$ cat src/rtl/fsm_pulse_stretch_pkg.sv
// Shared definitions for the pulse-to-level regenerator.
// State encodings are fixed so that other blocks and debug tooling can decode them.
package fsm_pulse_stretch_pkg;

   typedef enum logic [1:0] {
      S_IDLE = 2'd0,
      S_HIGH = 2'd1,
      S_GAP  = 2'd2
   } state_t;

   localparam int unsigned CNT_W_DEFAULT = 8;

endpackage

$ cat src/rtl/fsm_pulse_stretch_load_down_counter.sv
// Loadable down-counter with terminal-count flag.
// A load takes priority over a decrement, and the count holds at zero.
module load_down_counter #(
   parameter int unsigned CNT_W = 8
) (
   input  logic             clk,
   input  logic             rst,
   input  logic             load,
   input  logic [CNT_W-1:0] load_val,
   input  logic             dec,
   output logic [CNT_W-1:0] cnt,
   output logic             zero
);

   always_ff @(posedge clk) begin
      if (!rst) begin
         cnt <= '0;
      end else if (load) begin
         cnt <= load_val;
      end else if (dec && (cnt != '0)) begin
         cnt <= cnt - CNT_W'(1);
      end
   end

   assign zero = (cnt == '0);

endmodule

$ cat src/rtl/fsm_pulse_stretch.sv
// Pulse-to-level regenerator: single-cycle events become high windows of a programmable
// width, separated by a programmable low gap; busy events retrigger or queue one deep.
//
//   state  | meaning
//   -------+-------------------------------------------------------------
//   S_IDLE | waiting for an event, outputs low
//   S_HIGH | dout high, counter runs the window length
//   S_GAP  | dout low, counter enforces the minimum gap before a new window
module fsm_pulse_stretch
   import fsm_pulse_stretch_pkg::*;
#(
   parameter int unsigned CNT_W = CNT_W_DEFAULT
) (
   input  logic             clk,
   input  logic             rst,
   input  logic             din,
   input  logic [CNT_W-1:0] width,
   input  logic [CNT_W-1:0] gap,
   input  logic             retrig,
   output logic             dout,
   output logic             busy,
   output logic             pend,
   output logic             drop
);

   state_t           state;
   state_t           state_next;
   logic             pend_next;
   logic             drop_next;
   logic             load;
   logic [CNT_W-1:0] load_val;
   logic             dec;
   logic [CNT_W-1:0] cnt;
   logic             zero;
   logic [CNT_W-1:0] width_reload;
   logic [CNT_W-1:0] gap_reload;
   logic             gap_zero;

   // A zero width still produces a one-cycle window.
   assign width_reload = (width == '0) ? '0 : (width - CNT_W'(1));
   assign gap_reload   = gap - CNT_W'(1);
   assign gap_zero     = (gap == '0);

   load_down_counter #(
      .CNT_W (CNT_W)
   ) u_cnt (
      .clk      (clk),
      .rst      (rst),
      .load     (load),
      .load_val (load_val),
      .dec      (dec),
      .cnt      (cnt),
      .zero     (zero)
   );

   always_ff @(posedge clk) begin
      if (!rst) begin
         state <= S_IDLE;
         pend  <= 1'b0;
         drop  <= 1'b0;
      end else begin
         state <= state_next;
         pend  <= pend_next;
         drop  <= drop_next;
      end
   end

   always_comb begin
      state_next = state;
      pend_next  = pend;
      drop_next  = 1'b0;
      load       = 1'b0;
      load_val   = width_reload;
      dec        = 1'b0;

      case (state)
         S_IDLE: begin
            if (din) begin
               state_next = S_HIGH;
               load       = 1'b1;
            end
         end

         S_HIGH: begin
            dec = 1'b1;
            if (din && retrig) begin
               load = 1'b1;
            end else if (zero && gap_zero && (pend || din)) begin
               // Back-to-back window: consume the held event (or this one directly);
               // a fresh event behind a held one becomes the new held event.
               load      = 1'b1;
               pend_next = pend && din;
            end else begin
               if (din) begin
                  if (pend) begin
                     drop_next = 1'b1;
                  end else begin
                     pend_next = 1'b1;
                  end
               end
               if (zero) begin
                  if (!gap_zero) begin
                     state_next = S_GAP;
                     load       = 1'b1;
                     load_val   = gap_reload;
                  end else begin
                     state_next = S_IDLE;
                  end
               end
            end
         end

         S_GAP: begin
            dec = 1'b1;
            if (zero) begin
               if (pend || din) begin
                  state_next = S_HIGH;
                  load       = 1'b1;
                  pend_next  = pend && din;
               end else begin
                  state_next = S_IDLE;
               end
            end else if (din) begin
               if (pend) begin
                  drop_next = 1'b1;
               end else begin
                  pend_next = 1'b1;
               end
            end
         end

         default: begin
            state_next = S_IDLE;
            pend_next  = 1'b0;
         end
      endcase
   end

   assign dout = (state == S_HIGH);
   assign busy = (state != S_IDLE);

endmodule

$ cat config.mk
export PLATFORM = sky130hd
export DESIGN_NAME = fsm_pulse_stretch
export DESIGN_NICKNAME = d
export VERILOG_FILES = /design/src/rtl/fsm_pulse_stretch_pkg.sv /design/src/rtl/fsm_pulse_stretch_load_down_counter.sv /design/src/rtl/fsm_pulse_stretch.sv
export SDC_FILE = /design/constraint.sdc
export NUM_CORES = 1
export LEC_CHECK = 0
export ABC_AREA = 1
export CAP_MARGIN = 20
export CORE_UTILIZATION = 53
export CTS_CLUSTER_DIAMETER = 150
export DETAILED_ROUTE_END_ITERATION = 16
export GPL_TIMING_DRIVEN = 0
export PLACE_DENSITY = 0.8
export SYNTH_ARGS = -nofsm -noshare
export SYNTH_HDL_FRONTEND = slang
export SYNTH_SLANG_ARGS = --single-unit
$ cat constraint.sdc
create_clock -name clk -period 2.01 [get_ports clk]
set_input_delay 0.5025 -clock clk [delete_from_list [all_inputs] [get_ports clk]]
set_output_delay 0.5025 -clock clk [all_outputs]
set_load 0.005 [all_outputs]
==> results of run 1 <==
[logic make-up (layout without fill, tap and decap cells)]
kind of cell | count (synthesis) | count (layout) | synth area share, %
and+or+nand+nor | 138 | 138 | 45.8
buffers and inverters | 40 | 70 | 11.1
AOI/OAI and AO/OA | 34 | 34 | 13.0
DFF | 12 | 12 | 16.6
adders and majority gates | 10 | 10 | 8.66
xor gates and xnor gates | 8 | 8 | 4.85
[flip-flops by register name (all words and copies together) (netlist names)]
signal     count
u_cnt.cnt      8
pend           1
drop           1
state          2
[metal layers]
metal / track usage (%) / part of all wire, % / wire (microns) / vias up
li1: - / - / - / 828
met1: 31.1 / 48 / 1610 / 727
met2: 38.0 / 46 / 1540 / 31
met3: 5.28 / 4.6 / 154 / 6
met4: 6.41 / 1.1 / 38 / 0
met5: 0 / 0 / 0 / -
[worst paths after layout]
| kind | to | slack (ps) | cells past startpoint |
|---|---|---|---|
| setup / recovery | dout | 60 | 3 |
| hold / removal | drop | 510 | 2 |
| hold reg to reg | drop | 510 | 2 |
| setup reg to reg | u_cnt.cnt[7] | 180 | 12 |
[cell type report]
class | instances | area (sq um)
plain buffers | 2 | 15.0
clock buffers | 3 | 22.5
fillers | 219 | 699
inverters | 38 | 145
multi-input cells | 190 | 1080
flip-flops and latches | 12 | 243
well taps | 30 | 37.5
repair buffers | 27 | 277
[critical path: cells and delay by family, from the launching register on]
| kind | cells | cell delay, ps |
|---|---|---|
| buf+inv | 2 | 610 |
| fa+ha+maj | 1 | 240 |
| flops | 1 | 330 |
[cells in the final DEF, fill, tap and decap left out, drive strengths merged]
| master | netlist | routed |
|---|---|---|
| inv | 38 | 38 |
| xnor2 | 2 | 2 |
| and2 | 1 | 1 |
| clkbuf | 1 | 4 |
| dfxtp | 12 | 12 |
| xor2 | 6 | 6 |
| nand3 | 18 | 18 |
| or2 | 2 | 2 |
| nand2 | 61 | 61 |
| nand3b | 3 | 3 |
| o21ai | 14 | 14 |
| nand4 | 6 | 6 |
| clkdlybuf4s50 | 0 | 13 |
| dlymetal6s2s | 0 | 8 |
| dlygate4sd2 | 0 | 1 |
| nor4 | 1 | 1 |
| ha | 10 | 10 |
| o211ai | 2 | 2 |
| a21oi | 17 | 17 |
| buf | 1 | 6 |
| o22ai | 1 | 1 |
| nor3b | 1 | 1 |
| nor3 | 4 | 4 |
| nor2 | 41 | 41 |
[power by group]
part	internal [mW]	switching (mW)	total (mW)
sequential	0.339	0.0803	0.419
combinational	0.665	0.981	1.65
clock	0.0694	0.0765	0.146
[through the flow]
stage	setup TNS, ps	worst slack [ps]	power [mW]	instances
3_3_place_gp	-3390	-388	1.95	294
5_1_grt	0	5.73	2.45	302
2_1_floorplan	0	307	1.64	242
6_report	0	55.4	2.21	302
3_5_place_dp	-3390	-389	1.96	294
4_1_cts	0	1.34	2.15	297
[repair_timing]
item,4_1_cts,5_1_grt
endpoints found under the setup margin,9,12
setup buffers,0,4
pin swaps,1,8
cloned,0,1
gates resized for setup,7,20
==> flow_metrics.py, run 1 <==
metrics = {
    "critical_path": {
        "cp.required_ps": 1510,
        "startpoint": "state[1]",
        "critPathMaxStageDelay_ps": 510,
        "worst-path-max-fanout": 4,
        "cp-start-kind": "flip-flop",
        "cp-end-kind": "primary output",
        "crit_path_top_delay_cell": "clkdlybuf4s50_1",
        "worstPathArrival_ps": 1450,
        "path_cells": "inv_1 -> ha_2 -> clkdlybuf4s50_1",
        "reg2reg_from": "u_cnt.cnt[0]",
        "crit_type": "flip-flop to primary output",
    },
    "clock_network": {
        "cts_buffer_depth": 2,
        "postCtsHoldBufs": 0,
        "clkTransAtPathRegs_ps": 70,
        "insertion_delay_ps": 270,
        "numClockSinks": 12,
        "root_buffer": "clkbuf_4",
        "cts_tree": "yes",
        "h-tree-depth": 1,
        "numCtsBuffers": 3,
    },
    "sta": {
        "hold_slack_ps": 507,
        "tightestPinTransition_ps": 437,
        "finalCritPeriodShare_pct": 97.2,
        "fin_skew_ps": 4.05,
        "rsz0062_at_grt": "false",
        "fin_crit_ps": 1950,
        "drv_slew": 0,
        "slew_headroom_pct": 70.9,
        "finalHoldViolCount": 0,
        "setup_violations": 0,
        "fmax_ghz": 0.512,
    },
    "grt": {
        "grt_max_degree": 11,
        "antenna_found_initial": 0,
        "globalRouteTotalUtil_pct": 23.5,
        "grt_pass1_wl_mm": 4.97,
        "grt_pass1_vias": 1209,
        "grt_overflow": 0,
    },
    "synthesis": {
        "ys_ff_latch": 12,
        "syn_area_sq_um": 1450,
        "synth_top_area_share_pct": 16.6,
        "mappedNetlistNets": 272,
        "async_flop_share_pct": 0,
        "seq_area_frac_synth_pct": 16.6,
        "yosysMostFrequentCell": "nand2_1",
        "synthTopCellsByArea": "dfxtp_1 17%, nand2_1 14%, nor2_1 9.6%, inv_1 9.4%, ha_1 8.7%",
        "syn_inst": 242,
        "yosys_warnings": 0,
        "avgSynthCellArea_sq_um": 5.97,
        "synthTopCellsByCount": "54 x nand2_1, 37 x nor2_1, 36 x inv_1",
        "synth_cell_types": 30,
        "synth_top_area_cell": "dfxtp_1",
        "synth_edf_count": 0,
        "yosys_most_used_dff": "dfxtp_1",
    },
    "floorplanning": {
        "core_area_sq_um": 2520,
        "fp.dieW_microns": 54.2,
        "start_util_pct": 57.3,
        "ios": 24,
        "die_h_microns": 54.2,
        "dieArea_sq_um": 2940,
        "fp-row-count": 18,
    },
    "place": {
        "place_area_sq_um": 1700,
        "port_buffers": 22,
        "place.gp.congestion": 0.841,
        "place_hpwl_mm": 2.50,
    },
    "power": {
        "power_density_nw_per_um2": 1210,
        "p_leak_nw": 0.948,
        "vdd_drop_max_mv": 1.12,
    },
    "job": {
        "cap_viol_max_count": 0,
    },
    "routing": {
        "drt_first_pass_iters": 4,
        "wirelength_mm": 3.35,
        "drtIter0Drc": 40,
        "route.detailed.drc": 0,
        "vias": 1592,
        "via_per_inst": 5.27,
        "avgRoutedWirePerCell_microns": 11.1,
        "postRouteAntennaNets": 0,
    },
    "hold_path": {
        "hp-start": "pend",
        "hp-class": "flip-flop to flip-flop",
    },
    "layout": {
        "final_util_pct": 72.3,
        "design_area_sq_um": 1820,
        "antenna_cells": 0,
        "area_growth_pct": 26.1,
        "fin_nets": 304,
        "layout-drive-gt1-share_pct": 15.4,
    },
    "status": {
        "run_status": "complete, no violations",
    },
}
No activity file was read; power rests on OpenSTA's default activity.
==> inputs of run 2 (changes only) <==
==> constraint.sdc (replaced) <==
create_clock -name clk -period 1.85 [get_ports clk]
set_input_delay 0.4625 -clock clk [delete_from_list [all_inputs] [get_ports clk]]
set_output_delay 0.4625 -clock clk [all_outputs]
set_load 0.005 [all_outputs]
==> run 2 against run 1 <==
  * First-iteration DRC count up 2.5%
  * Setup slack worse by 18 ps
  * Wire length up 8.4%
  * Cell count up 3.0%
  * Sequential power up 11%
  * Sequential cell count unchanged
  * Non-clock buffer count up 8
  * Combinational power up 20%
  * Sequential share of layout area down 0.68 points
  * Power up 18%
  * Clock power up 11%
  * Clock skew up 3.0 ps
  * Critical path type unchanged
  * Highest routed layer unchanged
==> flow_metrics.py, run 2 (same netlist as run 1, synthesis figures left out) <==
metrics = {
    "sta": {
        "slew_headroom_pct": 71.7,
        "fmax_ghz": 0.552,
        "fin_crit_ps": 1810,
        "finalCritPeriodShare_pct": 98.0,
        "rsz0062_at_grt": "true",
        "tightestPinTransition_ps": 425,
        "finalHoldViolCount": 0,
        "fin_skew_ps": 7.04,
        "drv_slew": 0,
        "worst_slack_ps": 37.8,
        "setup_violations": 0,
    },
    "layout": {
        "antenna_cells": 0,
        "design_area_sq_um": 1920,
        "final_cell_mix": "52 x nand2_1, 34 x nor2_1, 30 x inv_1",
        "layout_commonest_cell": "nand2_1",
        "top_regs": "u_cnt.cnt x8, state x2",
        "fin_nets": 313,
        "area_growth_pct": 33.0,
        "largest_register_ffs": 8,
        "regMostFlops": "u_cnt.cnt",
        "layout-drive-gt1-share_pct": 21.4,
    },
    "grt": {
        "use_met1_pct": 32.1,
        "globalRouteTotalUtil_pct": 24.0,
        "busiest_layer": "met2",
        "grt_use_met3_pct": 5.28,
        "grt_pass1_vias": 1251,
        "antenna_found_initial": 0,
        "grt_overflow": 0,
        "grt_max_degree": 11,
        "use_met2_pct": 38.4,
        "grt_pass1_wl_mm": 5.07,
    },
    "routing": {
        "drtIter0Drc": 41,
        "drt_first_pass_iters": 5,
        "avgRoutedWirePerCell_microns": 11.7,
        "vias": 1636,
        "wirelength_mm": 3.63,
        "route.detailed.drc": 0,
        "via_per_inst": 5.26,
        "postRouteAntennaNets": 0,
    },
    "clock_network": {
        "cts_tree": "yes",
        "postCtsHoldBufs": 0,
        "root_buffer": "clkbuf_4",
        "h-tree-depth": 1,
        "numCtsBuffers": 3,
        "insertion_delay_ps": 280,
        "clkTransAtPathRegs_ps": 70,
        "cts_buffer_depth": 2,
        "numClockSinks": 12,
    },
    "power": {
        "vdd_drop_max_mv": 1.42,
        "power_density_nw_per_um2": 1360,
        "p_leak_nw": 0.957,
    },
    "critical_path": {
        "startpoint": "state[1]",
        "worstPathArrival_ps": 1350,
        "crit_type": "flip-flop to primary output",
        "r2r_cells": 12,
        "worst-path-max-fanout": 4,
        "cp.required_ps": 1390,
        "cp-end-kind": "primary output",
        "cp-start-kind": "flip-flop",
        "reg2reg_from": "u_cnt.cnt[1]",
    },
    "job": {
        "cap_viol_max_count": 0,
    },
    "place": {
        "place_ws_ps": -509,
        "place.gp.congestion": 0.841,
        "place_area_sq_um": 1700,
        "place_hpwl_mm": 2.50,
        "port_buffers": 22,
    },
    "floorplanning": {
        "ios": 24,
        "die_h_microns": 54.2,
        "core_area_sq_um": 2520,
        "fp.dieW_microns": 54.2,
        "fp-row-count": 18,
        "start_util_pct": 57.3,
        "dieArea_sq_um": 2940,
    },
    "hold_path": {
        "hold_depth": 2,
        "hp-start": "pend",
        "hp-class": "flip-flop to flip-flop",
    },
    "status": {
        "run_status": "complete, no violations",
    },
}
## run 2: final timing paths
kind	end	slack [ps]
worst max-delay path	dout	40
worst min-delay path	drop	510
worst max register to register	u_cnt.cnt[7]	90
worst min register to register	drop	510
## run 2: cell type report
cell class	instances	area [sq um]
multi-input cells	191	1140
fillers	207	601
well taps	30	37.5
inverters	38	145
flip-flops and latches	12	243
clock buffers	3	22.5
plain buffers	2	15.0
repair buffers	35	317
## run 2: power by group
group,internal (mW),switching [mW],total (mW)
Combinational,0.817,1.16,1.98
Sequential,0.368,0.0961,0.464
Clock,0.0756,0.0866,0.162
## run 2: repair_timing
action | CTS | global route
cloned | 1 | 1
setup endpoints to repair | 12 | 10
resized for setup | 21 | 19
endpoints found under the hold margin | 0 | 0
pin swaps | 7 | 7
setup buffers | 6 | 6
## run 2: worst max-delay path, cell delays in order, from the launching register on
cell	delay, ps
dfxtp_2	340
inv_2	80
ha_4	160
clkdlybuf4s50_1	500
## run 2: stage by stage
| step | cells | power [mW] | setup TNS, ps | hold slack, ps | util (%) |
|---|---|---|---|---|---|
| floorplan | 242 | 1.78 | 0 | 484 | - |
| global placement | 294 | 2.12 | -4750 | 495 | 67.5 |
| detailed placement | 294 | 2.13 | -4790 | 496 | 67.5 |
| CTS | 304 | 2.41 | -5.64 | 506 | 71.8 |
| global route | 311 | 2.85 | -213 | 544 | 76.2 |
| finish | 311 | 2.61 | 0 | 508 | 76.2 |
## run 2: per-layer routing
metal	wire length, microns	part of all wire [%]
met5	0	0
met4	29	0.80
met3	174	4.8
met2	1720	47
met1	1710	47
==> inputs of run 3 (changes only) <==
--- a/config.mk
+++ b/config.mk
@@ -7,11 +7,12 @@
 export LEC_CHECK = 0
 export ABC_AREA = 1
 export CAP_MARGIN = 20
-export CORE_UTILIZATION = 53
+export CORE_UTILIZATION = 55
 export CTS_CLUSTER_DIAMETER = 150
 export DETAILED_ROUTE_END_ITERATION = 16
-export GPL_TIMING_DRIVEN = 0
-export PLACE_DENSITY = 0.8
+export DONT_BUFFER_PORTS = 1
+export PLACE_DENSITY = 0.7
+export SKIP_CTS_REPAIR_TIMING = 1
 export SYNTH_ARGS = -nofsm -noshare
 export SYNTH_HDL_FRONTEND = slang
 export SYNTH_SLANG_ARGS = --single-unit
==> run 3 against run 2 <==
  * Wire length shrank 2.0%
  * Critical endpoint is now u_cnt.cnt[1]
  * Cell area shrank 17%
  * First-iteration DRC count shrank 24%
==> flow_metrics.py, run 3 (same netlist as run 1, synthesis figures left out) <==
metrics = {
    "grt": {
        "grt_use_met3_pct": 5.75,
        "grt_overflow": 0,
        "grt_pass1_vias": 1474,
        "use_met1_pct": 29.8,
        "globalRouteTotalUtil_pct": 27.4,
        "grt_max_degree": 12,
        "grt_pass1_wl_mm": 5.75,
        "use_met2_pct": 53.5,
        "antenna_found_initial": 0,
        "busiest_layer": "met2",
    },
    "routing": {
        "avgRoutedWirePerCell_microns": 12.6,
        "vias": 1520,
        "route.detailed.drc": 0,
        "postRouteAntennaNets": 0,
        "wirelength_mm": 3.56,
        "via_per_inst": 5.37,
        "drtIter0Drc": 31,
        "drt_first_pass_iters": 4,
    },
    "sta": {
        "setup_violations": 0,
        "drv_slew": 0,
        "finalHoldViolCount": 0,
        "tightestPinTransition_ps": 392,
        "fin_crit_ps": 1750,
        "fin_skew_ps": 4.26,
        "fmax_ghz": 0.572,
        "finalCritPeriodShare_pct": 94.5,
        "slew_headroom_pct": 73.6,
    },
    "hold_path": {
        "min_to": "u_cnt.cnt[0]",
        "hp-start": "rst",
        "hp-class": "input port to flip-flop",
        "hold_depth": 2,
    },
    "critical_path": {
        "reg2reg_to": "u_cnt.cnt[1]",
        "cp-start-kind": "flip-flop",
        "r2r_cells": 11,
        "worst-path-max-fanout": 7,
        "cp.required_ps": 2060,
        "worstPathArrival_ps": 1960,
        "cp-end-kind": "flip-flop",
        "crit_type": "flip-flop to flip-flop",
        "reg2reg_from": "u_cnt.cnt[0]",
        "r2r_slack_ps": 100,
    },
    "clock_network": {
        "numCtsBuffers": 3,
        "cts_tree": "yes",
        "root_buffer": "clkbuf_4",
        "clkTransAtPathRegs_ps": 90,
        "h-tree-depth": 1,
        "numClockSinks": 12,
        "insertion_delay_ps": 290,
        "cts_buffer_depth": 2,
    },
    "power": {
        "p_total_mw": 2.48,
        "power_density_nw_per_um2": 1560,
        "p_leak_nw": 0.799,
        "vdd_drop_max_mv": 1.23,
    },
    "job": {
        "cap_viol_max_count": 0,
    },
    "floorplanning": {
        "start_util_pct": 58.3,
        "dieArea_sq_um": 2840,
        "fp.dieW_microns": 53.3,
        "ios": 24,
        "core_area_sq_um": 2480,
        "fp-row-count": 18,
        "die_h_microns": 53.3,
    },
    "layout": {
        "fin_nets": 284,
        "regMostFlops": "u_cnt.cnt",
        "layout_commonest_cell": "nand2_1",
        "final_cell_mix": "54 x nand2_1, 37 x nor2_1, 34 x inv_1",
        "largest_register_ffs": 8,
        "multi_input_comb_area_sq_um": 1070,
        "antenna_cells": 0,
        "layout-drive-gt1-share_pct": 15.0,
        "design_area_sq_um": 1590,
        "fillers": 246,
        "area_growth_pct": 9.96,
        "top_regs": "u_cnt.cnt x8, state x2",
        "seq_area_sq_um": 240,
    },
    "status": {
        "run_status": "complete, no violations",
    },
    "place": {
        "port_buffers": 0,
        "place.gp.congestion": 0.816,
        "place_hpwl_mm": 2.91,
        "place_area_sq_um": 1530,
    },
}
-- run 3: cell count changes in the layout (fill, tap and decap cells not counted), moves of 3 or more --
cell and delta:
buf_4 -5, clkdlybuf4s50_1 -12, dlygate4sd2_1 -7, dlymetal6s2s_1 -3, ha_1 +3, inv_1 +4, inv_2 -4, nor2_1 +3
nor2_2 -3
-- run 3: how the worst max path moves through the flow --
stage	startpoint	endpoint	slack [ps]	depth (start not counted)
2_1_floorplan	state[1]	u_cnt.cnt[4]	160	13
3_3_place_gp	gap[0]	u_cnt.cnt[4]	80	14
3_5_place_dp	gap[0]	u_cnt.cnt[4]	20	11
4_1_cts	u_cnt.cnt[0]	state[0]	40	10
5_1_grt	u_cnt.cnt[0]	u_cnt.cnt[1]	-4	11
6_report	u_cnt.cnt[0]	u_cnt.cnt[1]	100	11
-- run 3: area by class of cell --
| class | instances | share of cell area [%] |
|---|---|---|
| clock buffer | 4 | 2.28 |
| inverter | 38 | 9.13 |
| multi-input combinational | 191 | 67.3 |
| sequential | 12 | 15.1 |
| tap | 30 | 2.36 |
| timing repair buffer | 8 | 3.78 |
-- run 3: power breakdown --
part | total [mW] | switching (mW) | internal (mW)
Sequential | 0.458 | 0.0949 | 0.363
Clock | 0.225 | 0.105 | 0.120
Combinational | 1.80 | 1.11 | 0.684
Total | 2.48 | 1.31 | 1.17
-- run 3: per-layer routing --
layer / routed length [microns] / part of all wire [%]
met1: 1610 / 45
met2: 1800 / 51
met3: 119 / 3.3
met4: 25 / 0.70
met5: 0 / 0
-- run 3: metrics by stage --
step / setup WS, ps / hold WS [ps] / TNS (ps) / utilization, % / cells
after detailed placement: 24.8 / 516 / 0 / 61.7 / 278
final: 101 / 291 / 0 / 64.1 / 283
after CTS: 40.0 / 291 / 0 / 63.1 / 282
after global routing: -4.37 / 300 / -4.37 / 64.1 / 283
after global placement: 80.6 / 496 / 0 / 61.7 / 278
after floorplan: 162 / 484 / 0 / - / 242
-- run 3: worst max-delay path, stage by stage (launching register included) --
cell     delay [ps]
dfxtp_1         340
inv_2            90
ha_2            180
nand3_2         130
nor2_8          180
inv_4            60
o21ai_4         140
nand2_4          90
buf_4           160
nand3_1          90
nand2_1          70
a21oi_1         160
